$ cat src/rtl/bcd_updown_scan_counter_if.sv
// Switch-side controls and display-side outputs of the BCD up/down scan counter.
interface bcd_updown_scan_counter_if #(
  parameter int unsigned NUM_DIGITS = 4
);
  logic                    en;
  logic [1:0]              sel;
  logic [4*NUM_DIGITS-1:0] load_val;
  logic [4*NUM_DIGITS-1:0] count;
  logic                    tick;
  logic                    wrap;
  logic [6:0]              seg;
  logic [NUM_DIGITS-1:0]   an;

  modport master (
    output en, sel, load_val,
    input  count, tick, wrap, seg, an
  );

  modport slave (
    input  en, sel, load_val,
    output count, tick, wrap, seg, an
  );
endinterface

$ cat src/rtl/bcd_updown_scan_counter.sv
// Multi-digit BCD up/down/load counter with a tick-enable generator and a
// time-multiplexed common-anode 7-segment scan driver.
module bcd_updown_scan_counter #(
  parameter int unsigned NUM_DIGITS  = 4,
  parameter int unsigned TICK_DIV    = 100_000_000,
  parameter int unsigned REFRESH_DIV = 100_000
) (
  input logic                         clk,
  input logic                         rst,
  bcd_updown_scan_counter_if.slave    bus
);

  localparam int unsigned TW = $clog2(TICK_DIV);
  localparam int unsigned RW = (REFRESH_DIV > 1) ? $clog2(REFRESH_DIV) : 1;
  localparam int unsigned IW = (NUM_DIGITS > 1) ? $clog2(NUM_DIGITS) : 1;
  localparam int unsigned CW = 4 * NUM_DIGITS;

  typedef enum logic [1:0] {
    SelHold = 2'b00,
    SelUp   = 2'b01,
    SelDown = 2'b10,
    SelLoad = 2'b11
  } sel_e;

  logic [TW-1:0]         tick_cnt_q, tick_cnt_d;
  logic [RW-1:0]         refresh_cnt_q, refresh_cnt_d;
  logic [IW-1:0]         idx_q, idx_d;
  logic [CW-1:0]         count_q, count_d;
  logic                  wrap_q, wrap_d;
  logic [6:0]            seg_q, seg_d;
  logic [NUM_DIGITS-1:0] an_q, an_d;

  logic          tick;
  logic          refresh_wrap;
  logic [CW-1:0] inc_val, dec_val, load_fix;
  logic          inc_carry, dec_borrow;
  logic [3:0]    cur_digit;

  function automatic logic [6:0] seg_decode(input logic [3:0] d);
    logic [6:0] s;
    case (d)
      4'd0:    s = 7'b0000001;
      4'd1:    s = 7'b1001111;
      4'd2:    s = 7'b0010010;
      4'd3:    s = 7'b0000110;
      4'd4:    s = 7'b1001100;
      4'd5:    s = 7'b0100100;
      4'd6:    s = 7'b0100000;
      4'd7:    s = 7'b0001111;
      4'd8:    s = 7'b0000000;
      4'd9:    s = 7'b0000100;
      default: s = 7'b1111110;
    endcase
    return s;
  endfunction

  // Free-running tick divider, independent of en/sel.
  assign tick       = (tick_cnt_q == TW'(TICK_DIV - 1));
  assign tick_cnt_d = tick ? '0 : tick_cnt_q + TW'(1);

  assign refresh_wrap  = (refresh_cnt_q == RW'(REFRESH_DIV - 1));
  assign refresh_cnt_d = refresh_wrap ? '0 : refresh_cnt_q + RW'(1);

  always_comb begin
    idx_d = idx_q;
    if (refresh_wrap) begin
      idx_d = (idx_q == IW'(NUM_DIGITS - 1)) ? '0 : idx_q + IW'(1);
    end
  end

  // Ripple BCD increment/decrement; a carry/borrow out of the top digit is the wrap.
  always_comb begin
    inc_val    = count_q;
    dec_val    = count_q;
    load_fix   = '0;
    inc_carry  = 1'b1;
    dec_borrow = 1'b1;
    for (int k = 0; k < int'(NUM_DIGITS); k++) begin
      if (inc_carry) begin
        if (count_q[4*k +: 4] == 4'd9) begin
          inc_val[4*k +: 4] = 4'd0;
        end else begin
          inc_val[4*k +: 4] = count_q[4*k +: 4] + 4'd1;
          inc_carry         = 1'b0;
        end
      end
      if (dec_borrow) begin
        if (count_q[4*k +: 4] == 4'd0) begin
          dec_val[4*k +: 4] = 4'd9;
        end else begin
          dec_val[4*k +: 4] = count_q[4*k +: 4] - 4'd1;
          dec_borrow        = 1'b0;
        end
      end
      load_fix[4*k +: 4] = (bus.load_val[4*k +: 4] > 4'd9) ? 4'd0 : bus.load_val[4*k +: 4];
    end
  end

  always_comb begin
    count_d = count_q;
    wrap_d  = 1'b0;
    unique case (sel_e'(bus.sel))
      SelHold: ;
      SelUp: begin
        if (bus.en && tick) begin
          count_d = inc_val;
          wrap_d  = inc_carry;
        end
      end
      SelDown: begin
        if (bus.en && tick) begin
          count_d = dec_val;
          wrap_d  = dec_borrow;
        end
      end
      SelLoad: count_d = load_fix;
    endcase
  end

  always_comb begin
    cur_digit = 4'd0;
    an_d      = '1;
    for (int k = 0; k < int'(NUM_DIGITS); k++) begin
      if (idx_q == IW'(k)) begin
        cur_digit = count_q[4*k +: 4];
        an_d[k]   = 1'b0;
      end
    end
    seg_d = seg_decode(cur_digit);
  end

  always_ff @(posedge clk) begin
    if (rst) begin
      tick_cnt_q    <= '0;
      refresh_cnt_q <= '0;
      idx_q         <= '0;
      count_q       <= '0;
      wrap_q        <= 1'b0;
      seg_q         <= 7'b1111111;
      an_q          <= '1;
    end else begin
      tick_cnt_q    <= tick_cnt_d;
      refresh_cnt_q <= refresh_cnt_d;
      idx_q         <= idx_d;
      count_q       <= count_d;
      wrap_q        <= wrap_d;
      seg_q         <= seg_d;
      an_q          <= an_d;
    end
  end

  assign bus.count = count_q;
  assign bus.tick  = tick;
  assign bus.wrap  = wrap_q;
  assign bus.seg   = seg_q;
  assign bus.an    = an_q;

endmodule
$ cat src/flat_wrapper.sv
// flat-port wrapper written by rule: the top's interface ports become plain ports
module bcd_updown_scan_counter_flat 
#(
  parameter int unsigned NUM_DIGITS  = 4,
  parameter int unsigned TICK_DIV    = 100_000_000,
  parameter int unsigned REFRESH_DIV = 100_000
)
  (clk, rst, bus_en, bus_sel, bus_load_val, bus_count, bus_tick, bus_wrap, bus_seg, bus_an);
  bcd_updown_scan_counter_if #(.NUM_DIGITS(NUM_DIGITS)) bus_i ();
  input logic clk;
  input logic rst;
  input wire logic [$bits(bus_i.en)-1:0] bus_en;
  input wire logic [$bits(bus_i.sel)-1:0] bus_sel;
  input wire logic [$bits(bus_i.load_val)-1:0] bus_load_val;
  output wire logic [$bits(bus_i.count)-1:0] bus_count;
  output wire logic [$bits(bus_i.tick)-1:0] bus_tick;
  output wire logic [$bits(bus_i.wrap)-1:0] bus_wrap;
  output wire logic [$bits(bus_i.seg)-1:0] bus_seg;
  output wire logic [$bits(bus_i.an)-1:0] bus_an;
  assign bus_i.en = bus_en;
  assign bus_i.sel = bus_sel;
  assign bus_i.load_val = bus_load_val;
  assign bus_count = bus_i.count;
  assign bus_tick = bus_i.tick;
  assign bus_wrap = bus_i.wrap;
  assign bus_seg = bus_i.seg;
  assign bus_an = bus_i.an;
  bcd_updown_scan_counter #(.NUM_DIGITS(NUM_DIGITS), .TICK_DIV(TICK_DIV), .REFRESH_DIV(REFRESH_DIV)) u_core (.clk(clk), .rst(rst), .bus(bus_i));
endmodule
$ cat config.mk
export PLATFORM = sky130hd
export DESIGN_NAME = bcd_updown_scan_counter_flat
export DESIGN_NICKNAME = d
export VERILOG_FILES = /design/src/rtl/bcd_updown_scan_counter_if.sv /design/src/rtl/bcd_updown_scan_counter.sv /design/src/flat_wrapper.sv
export SDC_FILE = /design/constraint.sdc
export NUM_CORES = 1
export LEC_CHECK = 0
export CELL_PAD_IN_SITES_DETAIL_PLACEMENT = 2
export CELL_PAD_IN_SITES_GLOBAL_PLACEMENT = 2
export CORE_ASPECT_RATIO = 0.8
export CORE_MARGIN = 10
export CORE_UTILIZATION = 33
export DETAILED_ROUTE_END_ITERATION = 10
export GPL_TIMING_DRIVEN = 0
export PLACE_DENSITY_LB_ADDON = 0.3
export SLEW_MARGIN = 0
export SYNTH_ARGS = -nofsm -noshare
export SYNTH_HDL_FRONTEND = slang
export SYNTH_SLANG_ARGS = --single-unit
$ cat constraint.sdc
create_clock -name clk -period 2.7 [get_ports clk]
set_input_delay 0.27 -clock clk [delete_from_list [all_inputs] [get_ports clk]]
set_output_delay 0.27 -clock clk [all_outputs]
set_load 0.1 [all_outputs]
# Word level (Yosys, flattened, before mapping)
# Memories as Yosys holds them, arrays and structs flattened. A register that Yosys moved wholly into a read port is not among the register bits.
# Index checks and enable logic that the tools add are counted.
# W data, S select, Z words.
# totals
reg_bits,67
inputBits,21
romBits,112
mem_count,1
output_inout_bits,29
word_cells,105
# classes
magnitude_cmp,4
reduce_logical,13
n_eq_ne,20
n_mux,47
addsub,11
# mem_list
name,words,width,read_ports,rd_ports_with_merged_regs,write_ports,line,source
(name not given),16,7,1,1,0,bcd_updown_scan_counter.sv:41,case (d)
# op_table
cell,n
$mux W4,22
$pmux W16 S3,1
$mux W16,2
$add A27 B1 Y27 const B,1
$eq A27 B27 Y1 const B,1
$mux W1,20
$add A17 B1 Y17 const B,1
$eq A17 B17 Y1 const B,1
$add A4 B1 Y4 const B,4
$eq A4 B4 Y1 const B,4
$gt A4 B4 Y1 const B,4
$logic_not A4 Y1,4
$ne A2 B1 Y1 const B,8
$sub A4 B1 Y4 const B,4
$reduce_and A5 Y1,3
$eq A2 B2 Y1 const B,4
$eq A2 B1 Y1 const B,2
$reduce_or A2 Y1,2
$reduce_and A3 Y1,1
$reduce_bool A3 Y1,1
$add A2 B1 Y2 const B,1
$logic_not A2 Y1,1
$mux W2,1
$pmux W1 S2,1
$logic_and A1 B1 Y1,1

# Logic depth before layout (Yosys ltp)
# Gate-level depths: netlist of run 1.
# logic_depth
ltp_word,7
depth_mapped,11
ltp_nobuf,10

# Least setup slack after synthesis of run 1
# No wires, ideal clock.
# synth_path
path_type,reg2reg
from,reg u_core.tick_cnt_q[0]
to,"reg u_core.wrap_q, in the netlist u_core.bus.wrap"
path_buffers,0
t_required_ns,2.623
setup_ns,0.077
t_arrival_ns,4.356
period_less_slack_ns,4.434
path_slack_ns,-1.734
stages_incl_launch_ff,6
cell_sequence,dfxtp_1 -> ha_1 -> and4_1 -> nand2_1 -> nor4_1 -> and4_1
# synth_via
elab_chain_cells,4
word_cells_on_any_way,5
cone_classes,1 x eq/ne; 3 x mux; 1 x reduce/logical
# synth_lines
item,line,source
start: declaration,bcd_updown_scan_counter.sv:25,"logic [TW-1:0] tick_cnt_q, tick_cnt_d;"
start signal: assignment,bcd_updown_scan_counter.sv:142,tick_cnt_q <= tick_cnt_d;
$eq A27 B27 Y1 (*),bcd_updown_scan_counter.sv:58,assign tick = (tick_cnt_q == TW'(TICK_DIV - 1));
via bus_tick,flat_wrapper.sv:16,output wire logic [$bits(bus_i.tick)-1:0] bus_tick;
$logic_and A1 B1 Y1 (*),"bcd_updown_scan_counter.sv:105, bcd_updown_scan_counter.sv:111",
$mux W1 (on tied branches),"bcd_updown_scan_counter.sv:111, bcd_updown_scan_counter.sv:105",
$pmux W1 S2 (*),bcd_updown_scan_counter.sv:102,unique case (sel_e'(bus.sel))
end signal: assignment,bcd_updown_scan_counter.sv:146,wrap_q <= wrap_d;
end: declaration,bcd_updown_scan_counter.sv:29,"logic wrap_q, wrap_d;"
# Mark *: on every way through the listed nets, which the timed path passes. The rest lies on a longest branch.
# A chain may end at the register's enable or synchronous reset.

# Worst setup path in the final report of run 1
# layout_path
from,reg u_core.idx_q[0]
to,"reg u_core.seg_q[2], in the netlist u_core.bus.seg[2]"
# layout_via
elab_chain_cells,5
word_cells_on_any_way,8
cone_classes,3 x eq/ne; 4 x mux; 1 x reduce/logical
# layout_lines
item,line,source
start: declaration,bcd_updown_scan_counter.sv:27,"logic [IW-1:0] idx_q, idx_d;"
start signal: assignment,bcd_updown_scan_counter.sv:144,idx_q <= idx_d;
$logic_not A2 Y1,bcd_updown_scan_counter.sv:124,if (idx_q == IW'(k)) begin
$mux W4 (3 in a row),bcd_updown_scan_counter.sv:124,
$mux W4 (*),bcd_updown_scan_counter.sv:124,
end: declaration,bcd_updown_scan_counter.sv:30,"logic [6:0] seg_q, seg_d;"
# Mark *: on every way between the ends. The rest lies on a longest branch, timed or not.

==> results.tsv, run 1 <==
metric	value	unit
outcome	completed	
area delta synth->final	23.0	%
Cell Area, Synth	0.00438	mm2
Slowest-stage cell, CP	dfxtp_1	
worst hold start	u_core.tick_cnt_q[0]$_SDFF_PP0_	
endpoints failing setup	0	
GRT Util Overall	17.0	%
Synth top area share	33.8	%
Worst Path Arrival	2.72	ns
final WL	15200	um
# DRC	0	
nets@finish	646	
post-synth top area cell	dfxtp_1	
most frequent cell after synthesis	dfxtp_1	
kind of critical path	register to register	
Placed Area	0.00511	mm2
setup bufs post-CTS	0	
Avg Cell Area, Syn	7.98	um2
non-filler cells, final	788	
Hold WS	0.473	ns
PwrDens	586	mW/mm2
Largest stage delay, worst path	0.35	ns
first-pass GRT wire length	25000	um
Core ar.	0.0129	mm2
Die Y	123	um
clk sink count	74	
number of synthesized flops with an enable pin	0	
R2R depth	11	
crit-path cells	inv_1 -> ha_1 -> clkbuf_1 -> a21oi_1 -> a22o_1 -> mux2_2 -> inv_1 -> ha_1 -> a21bo_2 -> a21oi_1 -> o21ai_0	
top post-synthesis cells by area	dfxtp_1 (34%), nor2_1 (5.8%), xor2_1 (5.0%)	
Critical Path RT	2.88	ns
slew margin rel.	31.0	%
#FFs+latches synth	74	
max_cap viols	0	
min cycle time layout	2.54	ns
gpl congestion	0.861	
R2R Path Start	u_core.idx_q[0]$_SDFFE_PP0P_	
Multi-input gate area	0.00270	mm2
synth unique cells	71	
worst-path fanout max	9	
clk_skew	0.0121	ns
sequential fraction of the synthesis area	33.8	%
Setup crit start	u_core.idx_q[0]$_SDFFE_PP0P_	
syn nets	586	
WHS Path Cells	1	
initial antenna violation count	0	
total chip power	3.16	mW
Fmax achieved	0.394	GHz
gr ovfl total	0	
ys async rst share	0	%
class of the worst hold path	register to register	
share of layout cells above drive strength 1	7.18	%
n_diodes	0	
initial core utilization	33.9	%
Clock Latency Late Sink	0.34	ns
Pleak	1.98	nW
final hold violation count	0	
die width	149	um
TNS Setup	0	ns
htree depth	3	
Root Buffer	clkbuf_16	
I/O Buffers	49	
vias in the first global route	4556	
CTS tree	done	
Detailed Routing Iterations Pass 1	4	
Num CTS Buffers	9	
Crit. End Element	register	
antenna-violating nets left	0	
Yosys Warn Count	0	
Worst-Margin Slew	1.03	ns
Synth Flop Type	dfxtp_1	
pin count of the biggest net entering global routing	13	
row cnt	37	
startpoint class of the critical path	register	
clk buf depth	2	
DR vias	4212	
post-synthesis cell count	549	
DP Cell Count	773	
Boundary Pins	50	
commonest cells in the netlist	dfxtp_1 (74), nor2_1 (68), nand2_1 (48)	
unrepaired setup endpoints after global routing	false	
max-slew violations	0	
final instance area	0.00539	mm2
die area	0.0183	mm2
Worst VDD drop	0.000313	V
fin crit share	93.9	%
Reg area	0.00148	mm2
cts hold-fix bufs	0	
Worst-path clk slew	0.06	ns
Fillers	1454	
Initial DRC Count	224	
post-DP HPWL	11500	um
Avg WL per Cell	19.3	um
Vias/cell	5.35	
==> critical path: cells and delay by family (launching register included) <==
family | cells | cell delay, ns
flops | 1 | 0.35
fa+ha+maj | 2 | 0.33
compound gates | 5 | 0.82
mux | 1 | 0.33
buf+inv | 3 | 0.54
==> per-stage QoR <==
stage | util [%] | setup slack [ns]
finish | 41.7 | 0.164
global route | 41.7 | 0.00367
CTS | 41.7 | 0.00435
detailed placement | 39.5 | -0.216
global placement | 39.5 | -0.154
floorplan | - | 0.0795
==> flip-flops by register name, summed over array words and instances, names as in the netlist <==
register and flops:
u_core.refresh_cnt_q 17, u_core.bus.count 16, u_core.bus.an 4, u_core.bus.seg 7, u_core.idx_q 2, u_core.bus.wrap 1
u_core.tick_cnt_q 27
==> path summary, 6_finish.rpt <==
| check | to | slack [ns] |
|---|---|---|
| setup / recovery | u_core.bus.seg[2]$_SDFF_PP1_ | 0.16 |
| hold / removal | u_core.tick_cnt_q[0]$_SDFF_PP0_ | 0.47 |
| setup reg to reg | u_core.bus.seg[2]$_SDFF_PP1_ | 0.16 |
| hold reg to reg | u_core.tick_cnt_q[0]$_SDFF_PP0_ | 0.47 |
==> layer usage <==
layer  track usage (%)  part of all wire, %
met1              21.5                   46
met2              29.3                   48
met3              3.32                  4.8
met4              4.04                 0.81
met5                 0                    0
==> cells in the final DEF, fill, tap and decap left out, types with 3 or more instances in the layout <==
cell and count:
nand4_1 13, nand2b_1 5, nor4b_1 3, a21oi_1 23, o21ai_0 24, nand2_1 48, nor4_1 4, nand3_1 21
nor2b_1 17, xor2_1 25, clkbuf_16 9, and2_1 4, a32oi_1 3, mux2i_1 4, nor3_1 15, clkdlybuf4s50_1 48
o211a_1 3, o211ai_1 3, a211oi_1 6, or2_2 5, xnor2_1 21, ha_1 16, a221oi_1 4, clkbuf_1 29
a21o_1 3, nor2_1 68, nand3b_1 5, a22o_1 3, and4_1 7, dfxtp_1 74, mux2_2 5, and3_1 6
o21a_1 3, inv_1 22, clkinv_2 4, or3_1 6
==> power breakdown <==
group	internal, mW	switching [mW]
sequential	1.14	0.0288
combinational	0.246	0.574
clock	0.705	0.470
==> what timing repair did <==
action | 4_1_cts | 5_1_grt
setup endpoints to repair | 1 | 4
resized for setup | 4 | 3
endpoints found under the hold margin | 0 | 0
==> cell families (layout without fill, tap and decap cells) <==
| kind of cell | Yosys count | after routing | share of synthesized area, % |
|---|---|---|---|
| and+or+nand+nor | 241 | 241 | 28.6 |
| AOI/OAI and AO/OA | 107 | 107 | 16.6 |
| DFF | 74 | 74 | 33.8 |
| buffers and inverters | 56 | 120 | 5.03 |
| xor gates and xnor gates | 46 | 46 | 9.19 |
| adders and majority gates | 16 | 16 | 4.57 |
| muxes | 9 | 9 | 2.20 |
==> cell type report <==
class / count / area share [%]
Sequential cell: 74 / 27.5
Buffer: 34 / 2.55
Inverter: 22 / 1.53
Multi-Input combinational cell: 419 / 50.1
Timing Repair Buffer: 49 / 9.05
Tap cell: 175 / 4.06
Clock buffer: 9 / 4.18
Clock inverter: 6 / 1.09
Note: power is estimated with default switching activity, not from simulation.
==> inputs of run 2 (changes only) <==
==> constraint.sdc (replaced) <==
create_clock -name clk -period 2.5 [get_ports clk]
set_input_delay 0.25 -clock clk [delete_from_list [all_inputs] [get_ports clk]]
set_output_delay 0.25 -clock clk [all_outputs]
set_load 0.1 [all_outputs]
==> results.tsv, run 2 (synthesized netlist as in run 1, its figures left out) <==
metric	value	unit	change
I/O Buffers	49		unchanged
Crit. End Element	output pin		was register
kind of critical path	register to output pin		was register to register
gr ovfl total	0		unchanged
most frequent cells in the layout	nor2_1 (67), dfxtp_1 (65), nand2_1 (48), clkdlybuf4s50_1 (48)		was dfxtp_1 (74), nor2_1 (68), nand2_1 (48), clkdlybuf4s50_1 (48), clkbuf_1 (29)
PwrDens	638	mW/mm2	was 586 mW/mm2
initial antenna violation count	0		unchanged
endpoints failing setup	0		unchanged
htree depth	3		unchanged
Initial DRC Count	198		was 224
Die Y	123	um	unchanged
Avg WL per Cell	19.7	um	was 19.3 um
CTS tree	done		unchanged
post-DP HPWL	11700	um	was 11500 um
initial core utilization	33.9	%	unchanged
outcome	completed		unchanged
area delta synth->final	24.5	%	was 23.0%
nets@finish	643		was 646
Clock Latency Late Sink	0.35	ns	was 0.34 ns
min cycle time layout	2.35	ns	
clk_skew	0.00714	ns	was 0.0121 ns
GRT Util Overall	17.6	%	was 17.0%
row cnt	37		unchanged
Hold WS	0.443	ns	was 0.473 ns
Vias/cell	5.44		was 5.35
Worst Path Arrival	2.10	ns	was 2.72 ns
first-pass GRT wire length	25600	um	was 25000 um
Comb pwr share	25.6	%	was 26.0%
max_cap viols	0		unchanged
# DRC	0		unchanged
final hold violation count	0		unchanged
Boundary Pins	50		unchanged
max-slew violations	0		unchanged
fin crit share	93.9	%	
Most flops, register	u_core.tick_cnt_q		unchanged
vias in the first global route	4555		was 4556
max reg flops	27		unchanged
gpl congestion	0.866		was 0.861
slew margin rel.	31.9	%	was 31.0%
share of layout cells above drive strength 1	10.1	%	was 7.18%
Worst-Margin Slew	1.02	ns	was 1.03 ns
class of the worst hold path	register to register		unchanged
most common cell after layout, fill and taps aside	nor2_1		was dfxtp_1
cts hold-fix bufs	0		unchanged
Worst Slack Setup Final	0.153	ns	was 0.164 ns
Pleak	1.99	nW	was 1.98 nW
antenna-violating nets left	0		unchanged
startpoint class of the critical path	register		unchanged
n_diodes	0		unchanged
pin count of the biggest net entering global routing	14		was 13
DR vias	4276		was 4212
r2r setup slk	0.17	ns	was 0.16 ns
unrepaired setup endpoints after global routing	true		was false
Core ar.	0.0129	mm2	unchanged
sequential power share	36.4	%	was 36.9%
Clock Power Share	38.0	%	was 37.2%
final WL	15500	um	was 15200 um
Root Buffer	clkbuf_16		unchanged
die width	149	um	unchanged
worst-path fanout max	4		was 9
Internal	2.28	mW	was 2.09 mW
Fmax achieved	0.426	GHz	
clk sink count	74		unchanged
Detailed Routing Iterations Pass 1	4		unchanged
Critical Path RT	2.25	ns	was 2.88 ns
Post-Place Setup Slack	-0.396	ns	was -0.216 ns
NetSw	1.20	mW	was 1.07 mW
die area	0.0183	mm2	unchanged
Worst-path clk slew	0.06	ns	about the same
Worst VDD drop	0.000378	V	was 0.000313 V
Sw Ratio	34.6	%	was 33.9%
clk buf depth	2		unchanged
Num CTS Buffers	9		unchanged
run 2: cell count changes in the layout (fill, tap and decap cells not counted), moves of 2 or more:
cell        before  now
dfxtp_2          0    9
clkinvlp_4       0    2
clkbuf_1        29   25
clkbuf_2         1    3
ha_1            16   13
dfxtp_1         74   65
ha_2             0    3
clkinv_2         4    1
run 2: layer usage:
layer / vias to the layer above / wire [um] / part of all wire (%) / global-route usage [%]
met5: - / 0 / 0 / 0
met4: 0 / 172 / 1.1 / 4.47
met3: 18 / 911 / 5.9 / 4.49
met2: 91 / 7510 / 48 / 29.6
met1: 2109 / 6890 / 45 / 22.1
li1: 2058 / - / - / -
run 2: power by group through the flow:
| stage | logic [mW] | clock network [mW] | registers [mW] |
|---|---|---|---|
| after floorplan | 0.340 | 0 | 1.57 |
| after global placement | 0.856 | 0 | 1.28 |
| after detailed placement | 0.883 | 0 | 1.29 |
| after CTS | 0.892 | 1.36 | 1.26 |
| after global routing | 0.959 | 1.41 | 1.27 |
| final | 0.890 | 1.32 | 1.27 |
run 2: timing repair:
item                                    4_1_cts  5_1_grt
buffers inserted                              0        0
pin swaps                                     0        0
endpoints found under the setup margin        3       31
gates resized for setup                       7       15
cloned                                        0        0
run 2: per-stage QoR:
| stage | instance area, um2 | util (%) | total power, mW | TNS, ns | std cells |
|---|---|---|---|---|---|
| global placement | 5120 | 39.6 | 2.14 | -0.746 | 773 |
| finish | 5450 | 42.2 | 3.48 | 0 | 786 |
| CTS | 5410 | 41.9 | 3.51 | 0 | 788 |
| floorplan | 4410 | - | 1.91 | 0 | 549 |
| global route | 5450 | 42.2 | 3.65 | -0.0634 | 786 |
| detailed placement | 5120 | 39.6 | 2.17 | -1.55 | 773 |
run 2: critical path, stage by stage (launching register included):
cell and delay, ns:
dfxtp_1 0.37, ha_1 0.24, and4_1 0.29, nand2_1 0.20, nor4_4 0.37, buf_6 0.27
run 2: layout make-up:
cell class	instances	area, um2
sequential	74	1490
timing repair buffer	49	492
buffer	31	129
multi-input combinational	419	2740
clock inverter	6	67.6
fill	1445	7460
clock buffer	10	229
tap	175	219
inverter	22	82.6
run 2: path summary, 6_finish.rpt:
kind                                                    startpoint                            endpoint  depth (start not counted)
worst max-delay path               u_core.tick_cnt_q[0]$_SDFF_PP0_                            bus_tick                          5
worst min register to register  u_core.refresh_cnt_q[0]$_SDFF_PP0_  u_core.refresh_cnt_q[0]$_SDFF_PP0_                          1
worst max register to register        u_core.idx_q[0]$_SDFFE_PP0P_        u_core.bus.seg[2]$_SDFF_PP1_                         10
worst min-delay path            u_core.refresh_cnt_q[0]$_SDFF_PP0_  u_core.refresh_cnt_q[0]$_SDFF_PP0_                          1
==> inputs of run 3 (changes only) <==
--- a/config.mk
+++ b/config.mk
@@ -7,7 +7,6 @@
 export LEC_CHECK = 0
 export CELL_PAD_IN_SITES_DETAIL_PLACEMENT = 2
 export CELL_PAD_IN_SITES_GLOBAL_PLACEMENT = 2
-export CORE_ASPECT_RATIO = 0.8
 export CORE_MARGIN = 10
 export CORE_UTILIZATION = 33
 export DETAILED_ROUTE_END_ITERATION = 10
==> results.tsv, run 3 (synthesized netlist as in run 1, its figures left out) <==
metric	value	unit	change
pin count of the biggest net entering global routing	12		was 14
htree depth	3		unchanged
Sw Ratio	33.3	%	was 34.6%
kind of critical path	register to register		was register to output pin
Comb pwr share	25.6	%	about the same
Reg area	0.00149	mm2	about the same
min cycle time layout	2.41	ns	was 2.35 ns
met2 usage	30.3	%	was 29.6%
sequential power share	36.7	%	was 36.4%
class of the worst hold path	register to register		unchanged
max-slew violations	0		unchanged
Initial DRC Count	226		was 198
area delta synth->final	23.5	%	was 24.5%
first-pass GRT wire length	24500	um	was 25600 um
Slowest-stage cell, CP	dfxtp_1		unchanged
R2R Path Start	u_core.idx_q[0]$_SDFFE_PP0P_		unchanged
antenna-violating nets left	0		unchanged
outcome	completed		unchanged
non-filler cells, final	787		was 786
die area	0.0183	mm2	about the same
gpl congestion	0.891		was 0.866
fin crit share	96.6	%	was 93.9%
Die Y	135	um	was 123 um
PwrDens	636	mW/mm2	was 638 mW/mm2
vias in the first global route	4607		was 4555
GRT Util Overall	16.6	%	was 17.6%
worst-path fanout max	6		was 4
Vias/cell	5.39		was 5.44
most common cell after layout, fill and taps aside	nor2_1		unchanged
Reg-to-Reg End	u_core.bus.seg[2]$_SDFF_PP1_		unchanged
Num CTS Buffers	9		unchanged
cts hold-fix bufs	0		unchanged
r2r setup slk	0.09	ns	was 0.17 ns
Worst VDD drop	0.000330	V	was 0.000378 V
startpoint class of the critical path	register		unchanged
Detailed Routing Iterations Pass 1	4		unchanged
total chip power	3.44	mW	was 3.48 mW
crit-path cells	inv_1 -> ha_1 -> nand3b_1 -> a22o_1 -> mux2_2 -> inv_1 -> ha_1 -> a21bo_2 -> a21oi_1 -> o21ai_0		was ha_1 -> and4_1 -> nand2_1 -> nor4_4 -> buf_6
clk_skew	0.0145	ns	was 0.00714 ns
NetSw	1.15	mW	was 1.20 mW
Largest stage delay, worst path	0.35	ns	was 0.37 ns
Internal	2.29	mW	was 2.28 mW
unrepaired setup endpoints after global routing	true		unchanged
Clock Latency Late Sink	0.35	ns	about the same
met1 Resource Use GR	19.1	%	was 22.1%
DR vias	4239		was 4276
Clock Power Share	37.7	%	was 38.0%
Worst Path Arrival	2.62	ns	was 2.10 ns
initial core utilization	33.4	%	was 33.9%
Crit. End Element	register		was output pin
Fmax achieved	0.414	GHz	was 0.426 GHz
Pleak	1.98	nW	was 1.99 nW
met3 usage	3.49	%	was 4.49%
Critical Path RT	2.70	ns	was 2.25 ns
CTS tree	done		unchanged
row cnt	42		was 37
Setup crit start	u_core.idx_q[0]$_SDFFE_PP0P_		was u_core.tick_cnt_q[0]$_SDFF_PP0_
I/O Buffers	49		unchanged
post-DP HPWL	11200	um	was 11700 um
CP Capture Point	u_core.bus.seg[2]$_SDFF_PP1_		was bus_tick
Multi-input gate area	0.00271	mm2	was 0.00274 mm2
most frequent cells in the layout	nor2_1 (67), dfxtp_1 (66), nand2_1 (48), clkdlybuf4s50_1 (48), clkbuf_1 (28)		was nor2_1 (67), dfxtp_1 (65), nand2_1 (48), clkdlybuf4s50_1 (48)
clk sink count	74		unchanged
share of layout cells above drive strength 1	9.00	%	was 10.1%
Most flops, register	u_core.tick_cnt_q		unchanged
Root Buffer	clkbuf_16		unchanged
Avg WL per Cell	19.2	um	was 19.7 um
gr ovfl total	0		unchanged
GR peak layer	met2		unchanged
nets@finish	644		was 643
final hold violation count	0		unchanged
slew margin rel.	33.6	%	was 31.9%
DP Cell Count	774		was 773
Fillers	1497		was 1445
die width	135	um	was 149 um
clk buf depth	2		unchanged
# DRC	0		unchanged
max reg flops	27		unchanged
Boundary Pins	50		unchanged
Worst-Margin Slew	0.993	ns	was 1.02 ns
initial antenna violation count	0		unchanged
R2R depth	10		unchanged
Worst-path clk slew	0.06	ns	about the same
final WL	15100	um	was 15500 um
Core ar.	0.0131	mm2	was 0.0129 mm2
n_diodes	0		unchanged
endpoints failing setup	0		unchanged
max_cap viols	0		unchanged
-- run 3: layout make-up --
| type | instances | area share (%) |
|---|---|---|
| Multi-Input combinational cell | 419 | 50.0 |
| Tap cell | 176 | 4.07 |
| Clock inverter | 2 | 0.693 |
| Sequential cell | 74 | 27.6 |
| Inverter | 22 | 1.53 |
| Clock buffer | 13 | 4.62 |
| Buffer | 32 | 2.45 |
| Timing Repair Buffer | 49 | 9.08 |
-- run 3: worst min path at each step --
stage,start,endpoint,slack [ns],depth (start not counted)
after floorplan,u_core.refresh_cnt_q[0]$_SDFF_PP0_,u_core.refresh_cnt_q[0]$_SDFF_PP0_,0.42,1
after global placement,u_core.refresh_cnt_q[0]$_SDFF_PP0_,u_core.refresh_cnt_q[0]$_SDFF_PP0_,0.43,1
after detailed placement,u_core.refresh_cnt_q[0]$_SDFF_PP0_,u_core.refresh_cnt_q[0]$_SDFF_PP0_,0.44,1
after CTS,u_core.refresh_cnt_q[0]$_SDFF_PP0_,u_core.refresh_cnt_q[0]$_SDFF_PP0_,0.47,1
after global routing,u_core.refresh_cnt_q[0]$_SDFF_PP0_,u_core.refresh_cnt_q[0]$_SDFF_PP0_,0.48,1
final,u_core.refresh_cnt_q[0]$_SDFF_PP0_,u_core.refresh_cnt_q[0]$_SDFF_PP0_,0.47,1
-- run 3: worst max-delay path: cells and delay by family, from the launching register on --
kind | cells | cell delay (ns)
AO/OA/AOI/OAI | 4 | 0.73
adder cells (fa/ha/maj) | 2 | 0.48
flip-flops | 1 | 0.35
multiplexers | 1 | 0.34
buffers and inverters | 2 | 0.24
AND/OR/NAND/NOR | 1 | 0.14
-- run 3: power groups by stage --
stage / clock, mW / sequential, mW / combinational [mW]
after detailed placement: 0 / 1.29 / 0.872
final: 1.30 / 1.26 / 0.880
after CTS: 1.33 / 1.26 / 0.880
after floorplan: 0 / 1.57 / 0.340
after global routing: 1.39 / 1.27 / 0.938
after global placement: 0 / 1.28 / 0.850
-- run 3: stage by stage --
step / area (um2) / hold WS (ns) / worst slack, ns / TNS (ns) / utilization, %
CTS: 5400 / 0.467 / 0.0450 / 0 / 41.1
global placement: 5120 / 0.430 / -0.346 / -1.28 / 39.0
finish: 5410 / 0.470 / 0.0858 / 0 / 41.2
global route: 5410 / 0.483 / -0.0722 / -0.0794 / 41.2
floorplan: 4410 / 0.418 / 0.0688 / 0 / -
detailed placement: 5120 / 0.444 / -0.392 / -2.79 / 39.0
-- run 3: routing by layer --
| layer | share of wire [%] | wire length, um | up-vias |
|---|---|---|---|
| li1 | - | - | 2056 |
| met1 | 43 | 6500 | 2115 |
| met2 | 52 | 7930 | 57 |
| met3 | 3.8 | 568 | 11 |
| met4 | 0.94 | 142 | 0 |
| met5 | 0 | 0 | - |
-- run 3: repair_timing --
| action | 4_1_cts | 5_1_grt |
|---|---|---|
| resized for setup | 7 | 9 |
| endpoints found under the setup margin | 3 | 10 |
| endpoints found under the hold margin | 0 | 0 |
| buffers inserted | 0 | 0 |
